### src/rtl/fetch_aligner_pkg.sv
// fetch_pkg: shared types and constants for the fetch aligner slice.
// Holds the sequencer state encoding and instruction width constants.
package fetch_pkg;

    localparam int INSTR_W = 32;
    localparam int HW_W    = 16;

    localparam logic [1:0] OPC_32B = 2'b11;

    typedef enum logic [1:0] {
        FETCH,
        WAIT,
        SPLIT,
        HOLD
    } fetch_state_e;

endpackage

### src/rtl/fetch_aligner_decompress.sv
// decompress: combinational RV32C to RV32I expander.
// Input is a zero-extended halfword; anything unrecognised expands to 0.
module decompress
    import fetch_pkg::*;
(
    input  logic [INSTR_W-1:0] cinstr,
    output logic [INSTR_W-1:0] instr
);

    logic [HW_W-1:0]    c;
    logic [4:0]         rd;
    logic [4:0]         rs2;
    logic [4:0]         rdp;
    logic [4:0]         rs2p;
    logic [10:0]        jo;
    logic [2:0]         alu_f3;
    logic [6:0]         alu_f7;
    logic [INSTR_W-1:0] exp_i;

    assign c    = cinstr[HW_W-1:0];
    assign rd   = c[11:7];
    assign rs2  = c[6:2];
    assign rdp  = {2'b01, c[9:7]};
    assign rs2p = {2'b01, c[4:2]};
    // c.j / c.jal offset bits [11:1]
    assign jo   = {c[12], c[8], c[10:9], c[6], c[7], c[2], c[11], c[5:3]};

    always_comb begin
        alu_f3 = 3'b111;
        alu_f7 = 7'b0000000;
        case (c[6:5])
            2'b00:   begin alu_f3 = 3'b000; alu_f7 = 7'b0100000; end
            2'b01:   alu_f3 = 3'b100;
            2'b10:   alu_f3 = 3'b110;
            default: alu_f3 = 3'b111;
        endcase
    end

    always_comb begin
        exp_i = '0;
        case ({c[1:0], c[15:13]})
            5'b00_000: exp_i = {2'b00, c[10:7], c[12:11], c[5], c[6], 2'b00,
                                5'd2, 3'b000, rs2p, 7'h13};
            5'b00_010: exp_i = {5'b0, c[5], c[12:10], c[6], 2'b00,
                                rdp, 3'b010, rs2p, 7'h03};
            5'b00_110: exp_i = {5'b0, c[5], c[12], rs2p, rdp, 3'b010,
                                c[11:10], c[6], 2'b00, 7'h23};
            5'b01_000: exp_i = {{7{c[12]}}, c[6:2], rd, 3'b000, rd, 7'h13};
            5'b01_001: exp_i = {jo[10], jo[9:0], jo[10], {8{jo[10]}},
                                5'd1, 7'h6f};
            5'b01_010: exp_i = {{7{c[12]}}, c[6:2], 5'd0, 3'b000, rd, 7'h13};
            5'b01_011: begin
                if (rd == 5'd2)
                    exp_i = {{3{c[12]}}, c[4:3], c[5], c[2], c[6], 4'b0000,
                             5'd2, 3'b000, 5'd2, 7'h13};
                else
                    exp_i = {{15{c[12]}}, c[6:2], rd, 7'h37};
            end
            5'b01_100: begin
                case (c[11:10])
                    2'b00:   exp_i = {7'b0000000, c[6:2], rdp, 3'b101, rdp, 7'h13};
                    2'b01:   exp_i = {7'b0100000, c[6:2], rdp, 3'b101, rdp, 7'h13};
                    2'b10:   exp_i = {{7{c[12]}}, c[6:2], rdp, 3'b111, rdp, 7'h13};
                    default: exp_i = {alu_f7, rs2p, rdp, alu_f3, rdp, 7'h33};
                endcase
            end
            5'b01_101: exp_i = {jo[10], jo[9:0], jo[10], {8{jo[10]}},
                                5'd0, 7'h6f};
            5'b01_110: exp_i = {c[12], {3{c[12]}}, c[6:5], c[2], 5'd0, rdp,
                                3'b000, c[11:10], c[4:3], c[12], 7'h63};
            5'b01_111: exp_i = {c[12], {3{c[12]}}, c[6:5], c[2], 5'd0, rdp,
                                3'b001, c[11:10], c[4:3], c[12], 7'h63};
            5'b10_000: exp_i = {7'b0, c[6:2], rd, 3'b001, rd, 7'h13};
            5'b10_010: exp_i = {4'b0, c[3:2], c[12], c[6:4], 2'b00,
                                5'd2, 3'b010, rd, 7'h03};
            5'b10_100: begin
                if (!c[12])
                    exp_i = (rs2 == 5'd0)
                          ? {12'b0, rd, 3'b000, 5'd0, 7'h67}
                          : {7'b0, rs2, 5'd0, 3'b000, rd, 7'h33};
                else if (rs2 != 5'd0)
                    exp_i = {7'b0, rs2, rd, 3'b000, rd, 7'h33};
                else if (rd == 5'd0)
                    exp_i = 32'h0010_0073;
                else
                    exp_i = {12'b0, rd, 3'b000, 5'd1, 7'h67};
            end
            5'b10_110: exp_i = {4'b0, c[8:7], c[12], rs2, 5'd2, 3'b010,
                                c[11:9], 2'b00, 7'h23};
            default:   exp_i = '0;
        endcase
    end

    assign instr = (cinstr[INSTR_W-1:HW_W] == '0) ? exp_i : '0;

endmodule

### src/rtl/fetch_aligner.sv
// fetch_aligner: word fetch sequencer and halfword aligner for the decoder.
// Define FETCH_RVC_EN to build compressed-instruction support.
module fetch_aligner
    import fetch_pkg::*;
#(
    parameter logic [31:0] RESET_PC = 32'h0
) (
    input  logic               clk_in,
    input  logic               rst_n_in,
    output logic               ic_req_valid,
    output logic [31:0]        ic_req_addr,
    input  logic               ic_req_ready,
    input  logic               ic_resp_valid,
    input  logic [31:0]        ic_resp_data,
    input  logic               redirect_valid,
    input  logic [31:0]        redirect_pc,
    output logic               dec_valid,
    input  logic               dec_ready,
    output logic [INSTR_W-1:0] dec_instr,
    output logic [31:0]        dec_pc,
    output logic               dec_is_c
);

    fetch_state_e       state;
    fetch_state_e       state_n;
    logic [31:0]        pc;
    logic [31:0]        pc_n;
    logic [31:0]        wbuf;
    logic [31:0]        wbuf_n;
    logic               drop;
    logic               drop_n;
    logic               emit;
    logic [INSTR_W-1:0] emit_instr;
    logic [31:0]        req_addr_n;
    logic               slot_free;
    logic               req_fire;
    logic               unused_rpc;

    assign slot_free = !dec_valid || dec_ready;
    assign req_fire  = (state == FETCH) && ic_req_valid && ic_req_ready;

`ifdef FETCH_RVC_EN
    logic [HW_W-1:0]    hw;
    logic [HW_W-1:0]    hw_n;
    logic               hw_valid;
    logic               hw_valid_n;
    logic               emit_c;
    logic [INSTR_W-1:0] dc_in;
    logic [INSTR_W-1:0] dc_out;

    assign dc_in = {{(INSTR_W-HW_W){1'b0}},
                    (state == HOLD) ? hw : wbuf[HW_W-1:0]};

    decompress u_decompress (
        .cinstr (dc_in),
        .instr  (dc_out)
    );

    assign unused_rpc = redirect_pc[0];
    // a buffered halfword means the next word to fetch is past it
    assign req_addr_n = {pc_n[31:2] + {29'b0, hw_valid_n}, 2'b00};
`else
    assign unused_rpc = ^redirect_pc[1:0];
    assign req_addr_n = {pc_n[31:2], 2'b00};
    assign dec_is_c   = 1'b0;
`endif

    always_comb begin
        state_n    = state;
        pc_n       = pc;
        wbuf_n     = wbuf;
        drop_n     = drop;
        emit       = 1'b0;
        emit_instr = wbuf;
`ifdef FETCH_RVC_EN
        hw_n       = hw;
        hw_valid_n = hw_valid;
        emit_c     = 1'b0;
`endif
        case (state)
            FETCH: begin
                if (drop && ic_resp_valid)
                    drop_n = 1'b0;
                if (req_fire)
                    state_n = WAIT;
            end
            WAIT: begin
                if (ic_resp_valid) begin
                    wbuf_n  = ic_resp_data;
                    state_n = SPLIT;
                end
            end
            SPLIT: begin
                if (slot_free) begin
`ifdef FETCH_RVC_EN
                    if (hw_valid) begin
                        emit       = 1'b1;
                        emit_instr = {wbuf[HW_W-1:0], hw};
                        pc_n       = pc + 32'd4;
                        hw_n       = wbuf[31:16];
                        state_n    = HOLD;
                    end else if (!pc[1]) begin
                        emit = 1'b1;
                        if (wbuf[1:0] != OPC_32B) begin
                            emit_instr = dc_out;
                            emit_c     = 1'b1;
                            pc_n       = pc + 32'd2;
                            hw_n       = wbuf[31:16];
                            hw_valid_n = 1'b1;
                            state_n    = HOLD;
                        end else begin
                            pc_n    = pc + 32'd4;
                            state_n = FETCH;
                        end
                    end else begin
                        hw_n       = wbuf[31:16];
                        hw_valid_n = 1'b1;
                        state_n    = HOLD;
                    end
`else
                    emit    = 1'b1;
                    pc_n    = pc + 32'd4;
                    state_n = FETCH;
`endif
                end
            end
`ifdef FETCH_RVC_EN
            HOLD: begin
                if (hw[1:0] == OPC_32B) begin
                    state_n = FETCH;
                end else if (slot_free) begin
                    emit       = 1'b1;
                    emit_instr = dc_out;
                    emit_c     = 1'b1;
                    pc_n       = pc + 32'd2;
                    hw_valid_n = 1'b0;
                    state_n    = FETCH;
                end
            end
`endif
            default: state_n = FETCH;
        endcase

        if (redirect_valid) begin
            state_n = FETCH;
            drop_n  = ((state == WAIT) && !ic_resp_valid) || req_fire
                    || (drop && !ic_resp_valid);
`ifdef FETCH_RVC_EN
            pc_n       = {redirect_pc[31:1], 1'b0};
            hw_valid_n = 1'b0;
`else
            pc_n       = {redirect_pc[31:2], 2'b00};
`endif
        end
    end

    always_ff @(posedge clk_in) begin
        if (!rst_n_in) begin
            state        <= FETCH;
            pc           <= RESET_PC;
            wbuf         <= '0;
            drop         <= 1'b0;
            ic_req_valid <= 1'b0;
            ic_req_addr  <= '0;
            dec_valid    <= 1'b0;
            dec_instr    <= '0;
            dec_pc       <= '0;
`ifdef FETCH_RVC_EN
            hw           <= '0;
            hw_valid     <= 1'b0;
            dec_is_c     <= 1'b0;
`endif
        end else begin
            state        <= state_n;
            pc           <= pc_n;
            wbuf         <= wbuf_n;
            drop         <= drop_n;
            ic_req_valid <= (state_n == FETCH) && !drop_n;
            ic_req_addr  <= req_addr_n;
`ifdef FETCH_RVC_EN
            hw           <= hw_n;
            hw_valid     <= hw_valid_n;
`endif
            if (redirect_valid) begin
                dec_valid <= 1'b0;
            end else if (emit) begin
                dec_valid <= 1'b1;
                dec_instr <= emit_instr;
                dec_pc    <= pc;
`ifdef FETCH_RVC_EN
                dec_is_c  <= emit_c;
`endif
            end else if (dec_ready) begin
                dec_valid <= 1'b0;
            end
        end
    end

endmodule
### config.mk
export PLATFORM = sky130hd
export DESIGN_NAME = fetch_aligner
export DESIGN_NICKNAME = d
export VERILOG_FILES = /design/src/rtl/fetch_aligner_pkg.sv /design/src/rtl/fetch_aligner_decompress.sv /design/src/rtl/fetch_aligner.sv
export SDC_FILE = /design/constraint.sdc
export NUM_CORES = 1
export LEC_CHECK = 0
export BUFFER_PORTS_ARGS = -buffer_cell sky130_fd_sc_hd__buf_2
export CORE_MARGIN = 5
export CORE_UTILIZATION = 44
export CTS_CLUSTER_DIAMETER = 40
export DETAILED_ROUTE_END_ITERATION = 6
export PLACE_DENSITY = 0.7
export RECOVER_POWER = 50
export SETUP_SLACK_MARGIN = 0.4
export SYNTH_ARGS = -nofsm -noshare
export SYNTH_HDL_FRONTEND = slang
export SYNTH_SLANG_ARGS = --single-unit
### constraint.sdc
create_clock -name clk_in -period 2.2 [get_ports clk_in]
set_input_delay 0.44 -clock clk_in [delete_from_list [all_inputs] [get_ports clk_in]]
set_output_delay 0.44 -clock clk_in [all_outputs]
set_load 0.02 [all_outputs]
==> qor.yml <==
yosys:
  ys_seq_elements: 129
  synth_cells: 677
  synthSimpleGateAreaFrac_pct: 25.2
  synth_compound_area_share_pct: 21.4
  syn_area_per_cell_sq_um: 8.07
  yosysWarnings: 0
  synthXorXnorAreaFrac_pct: 1.12
  synthAdderAreaFrac_pct: 0.229
  synthFlopType: "dfxtp_1"
  synthArstFlopShare_pct: 0
  synth_seq_area_share_pct: 47.2
  synth_area_leaders: "dfxtp_1, nand2_1, a21boi_0, a21oi_1, clkbuf_1"
  netlist_area_sq_um: 5470
  synth_edf_count: 0
  synthTopCellsByCount: "nand2_1, dfxtp_1, a21boi_0, clkbuf_1, a21oi_1"
  synth_top_area_cell: "dfxtp_1"
  synthDominantCellAreaShare_pct: 47.2
  synth_cell_types: 48
  synth.most_common_cell: "nand2_1"
  synth_top_family_by_area: "simple AND/OR/NAND/NOR gates"
  synthMuxAreaShare_pct: 0
setup_path:
  max_stage_delay_ns: 0.61
  critPathTopFamily: "simple AND/OR/NAND/NOR gates"
  path_buf_inv: 0
  worst_setup_path_end_kind: "flip-flop"
  worstPathMaxFanout: 8
  crit_slowest_cell: "or4_4"
  required_ns: 2.53
  start_kind: "flip-flop"
  crit_type: "reg -> reg"
  cp_cell_sequence: "nand2b_1 > or4_4 > or4_1 > a311oi_2"
  arrival_ns: 2.32
cells_and_area:
  nFillCells: 1128
  finalNonFillerCells: 1040
  area_growth_pct: 37.4
  nets: 930
  final_area_sq_um: 7510
  antenna_cells: 0
  drive_gt1_share_pct: 26.5
global_route:
  grt_start_max_net_pins: 70
  overflow: 0
  grt.total_usage_pct: 21.8
  antenna_found_initial: 1
  grt_pass1_vias: 5338
  grt_pass1_wl_mm: 25.7
clock_network:
  cts.htree.levels: 4
  clockBufferDepth: 2
  clock-sinks: 129
  clk_latency_ns: 0.42
  clk_pin_slew_worst_paths_ns: 0.06
  cts_buffers: 17
  ctsHoldBuffers: 0
  cts-root-buf: "clkbuf_16"
  cts_tree: "done"
floorplanning:
  dieArea_sq_um: 14800
  core_region_area_sq_um: 12100
  die_h_microns: 121
  initial_core_util_pct: 45.1
  ios: 169
  die_w_microns: 121
  row_count: 40
place:
  hpwlAfterDp_mm: 10.8
  io_buffers: 161
  placed_cell_area_sq_um: 6560
  dp.cells: 974
  gp_congestion: 0.836
sta:
  worst_pin_slew_ns: 0.674
  max_slew_margin_pct: 55.0
  finalMaxSlewViolations: 0
  hold_violations: 0
  holdWs_ns: 0.257
  fmax_mhz: 502
  period_share_pct: 90.6
  tns_ns: 0
  period_needed_ns: 1.99
  finalSetupViolCount: 0
  rsz0062_at_grt: "yes"
  fin_worst_skew_ns: 0.00965
detailed_routing:
  wire_per_inst_microns: 15.7
  drc: 0
  dr.pass1.iters: 6
  vias_per_cell: 5.29
  vias: 5502
  dr.first_iter.drc_count: 380
  wirelength_mm: 16.3
  final_antenna_net_count: 0
hold_path:
  min_path_type: "in -> reg"
power_and_ir_drop:
  peakVddDrop_mv: 0.525
  leakagePower_nw: 2.69
  p_per_area_nw_per_um2: 794
job:
  max-cap-violations: 0
run_status:
  status: "complete, no violations"
-- placed cells by master, fill, tap and decap left out, types with 6 or more instances in the layout --
master	Yosys	routed
or4_1	13	9
nand3_1	18	15
nor2_1	12	12
a21boi_0	67	67
nand4_1	7	7
dfxtp_4	0	22
o31ai_1	12	10
a31oi_1	13	13
buf_2	2	89
nor4_1	9	6
nor3_1	9	6
o21ai_0	26	25
nand2_1	201	200
or3_1	9	6
inv_1	6	6
or4_4	2	7
clkbuf_16	0	19
clkbuf_1	45	75
a21oi_1	35	35
dfxtp_1	129	104
buf_4	5	45
-- worst min-delay path: stages --
cell	delay, ns
buf_2	0.09
nand2_1	0.05
a21oi_1	0.05
-- registers in the layout, summed over array words and instances, names as in the netlist --
name and count:
dec_instr 32, state 2, drop 1, dec_pc 30
ic_req_valid 1, pc 30, emit_instr 32, dec_valid 1
-- report_power, final --
| part | total (mW) | switching (mW) | internal [mW] |
|---|---|---|---|
| registers | 2.46 | 0.0726 | 2.38 |
| clock network | 3.09 | 1.01 | 2.08 |
| logic | 0.414 | 0.236 | 0.178 |
-- metrics by stage --
step	utilization (%)	worst slack, ns	total power, mW
floorplan	-	0.316	2.72
global placement	54.2	0.153	2.87
detailed placement	54.2	0.124	2.88
CTS	61.5	0.274	5.98
global route	62.0	0.131	6.17
finish	62.0	0.206	5.96
-- area by class of cell --
type	instances	area, sq um	area share, %
tap	168	210	2.80
timing repair buffer	214	1140	15.2
clock buffer	23	510	6.80
sequential	129	2670	35.5
inverter	7	26.3	0.350
clock inverter	9	146	1.95
multi-input combinational	490	2810	37.4
-- cell families after synthesis --
logic type                 Yosys count
and+or+nand+nor                    302
AOI/OAI and AO/OA                  175
DFF                                129
buffers and inverters               62
xor gates and xnor gates             7
adders and majority gates            1
other                                1
-- what timing repair did --
action / 4_1_cts / 5_1_grt
buffers inserted: 27 / 7
resized for setup: 6 / 27
cloned: 0 / 0
pin swaps: 12 / 13
setup endpoints to repair: 16 / 17
-- layer usage --
layer | part of all wire [%] | vias to the layer above | global-route usage (%)
met5 | 0.043 | - | 0
met4 | 1.7 | 2 | 8.05
met3 | 8.2 | 27 | 7.93
met2 | 50 | 195 | 37.0
met1 | 40 | 2572 | 25.1
li1 | - | 2706 | -
-- path summary, 6_finish.rpt --
check	startpoint	to	slack (ns)	depth (start not counted)
setup reg to reg	state[0]	pc[27]	0.21	4
hold / removal	ic_resp_data[6]	emit_instr[6]	0.26	3
hold reg to reg	emit_instr[3]	emit_instr[3]	0.45	2
setup / recovery	state[0]	pc[27]	0.21	4
(Power assumes the default switching activity.)
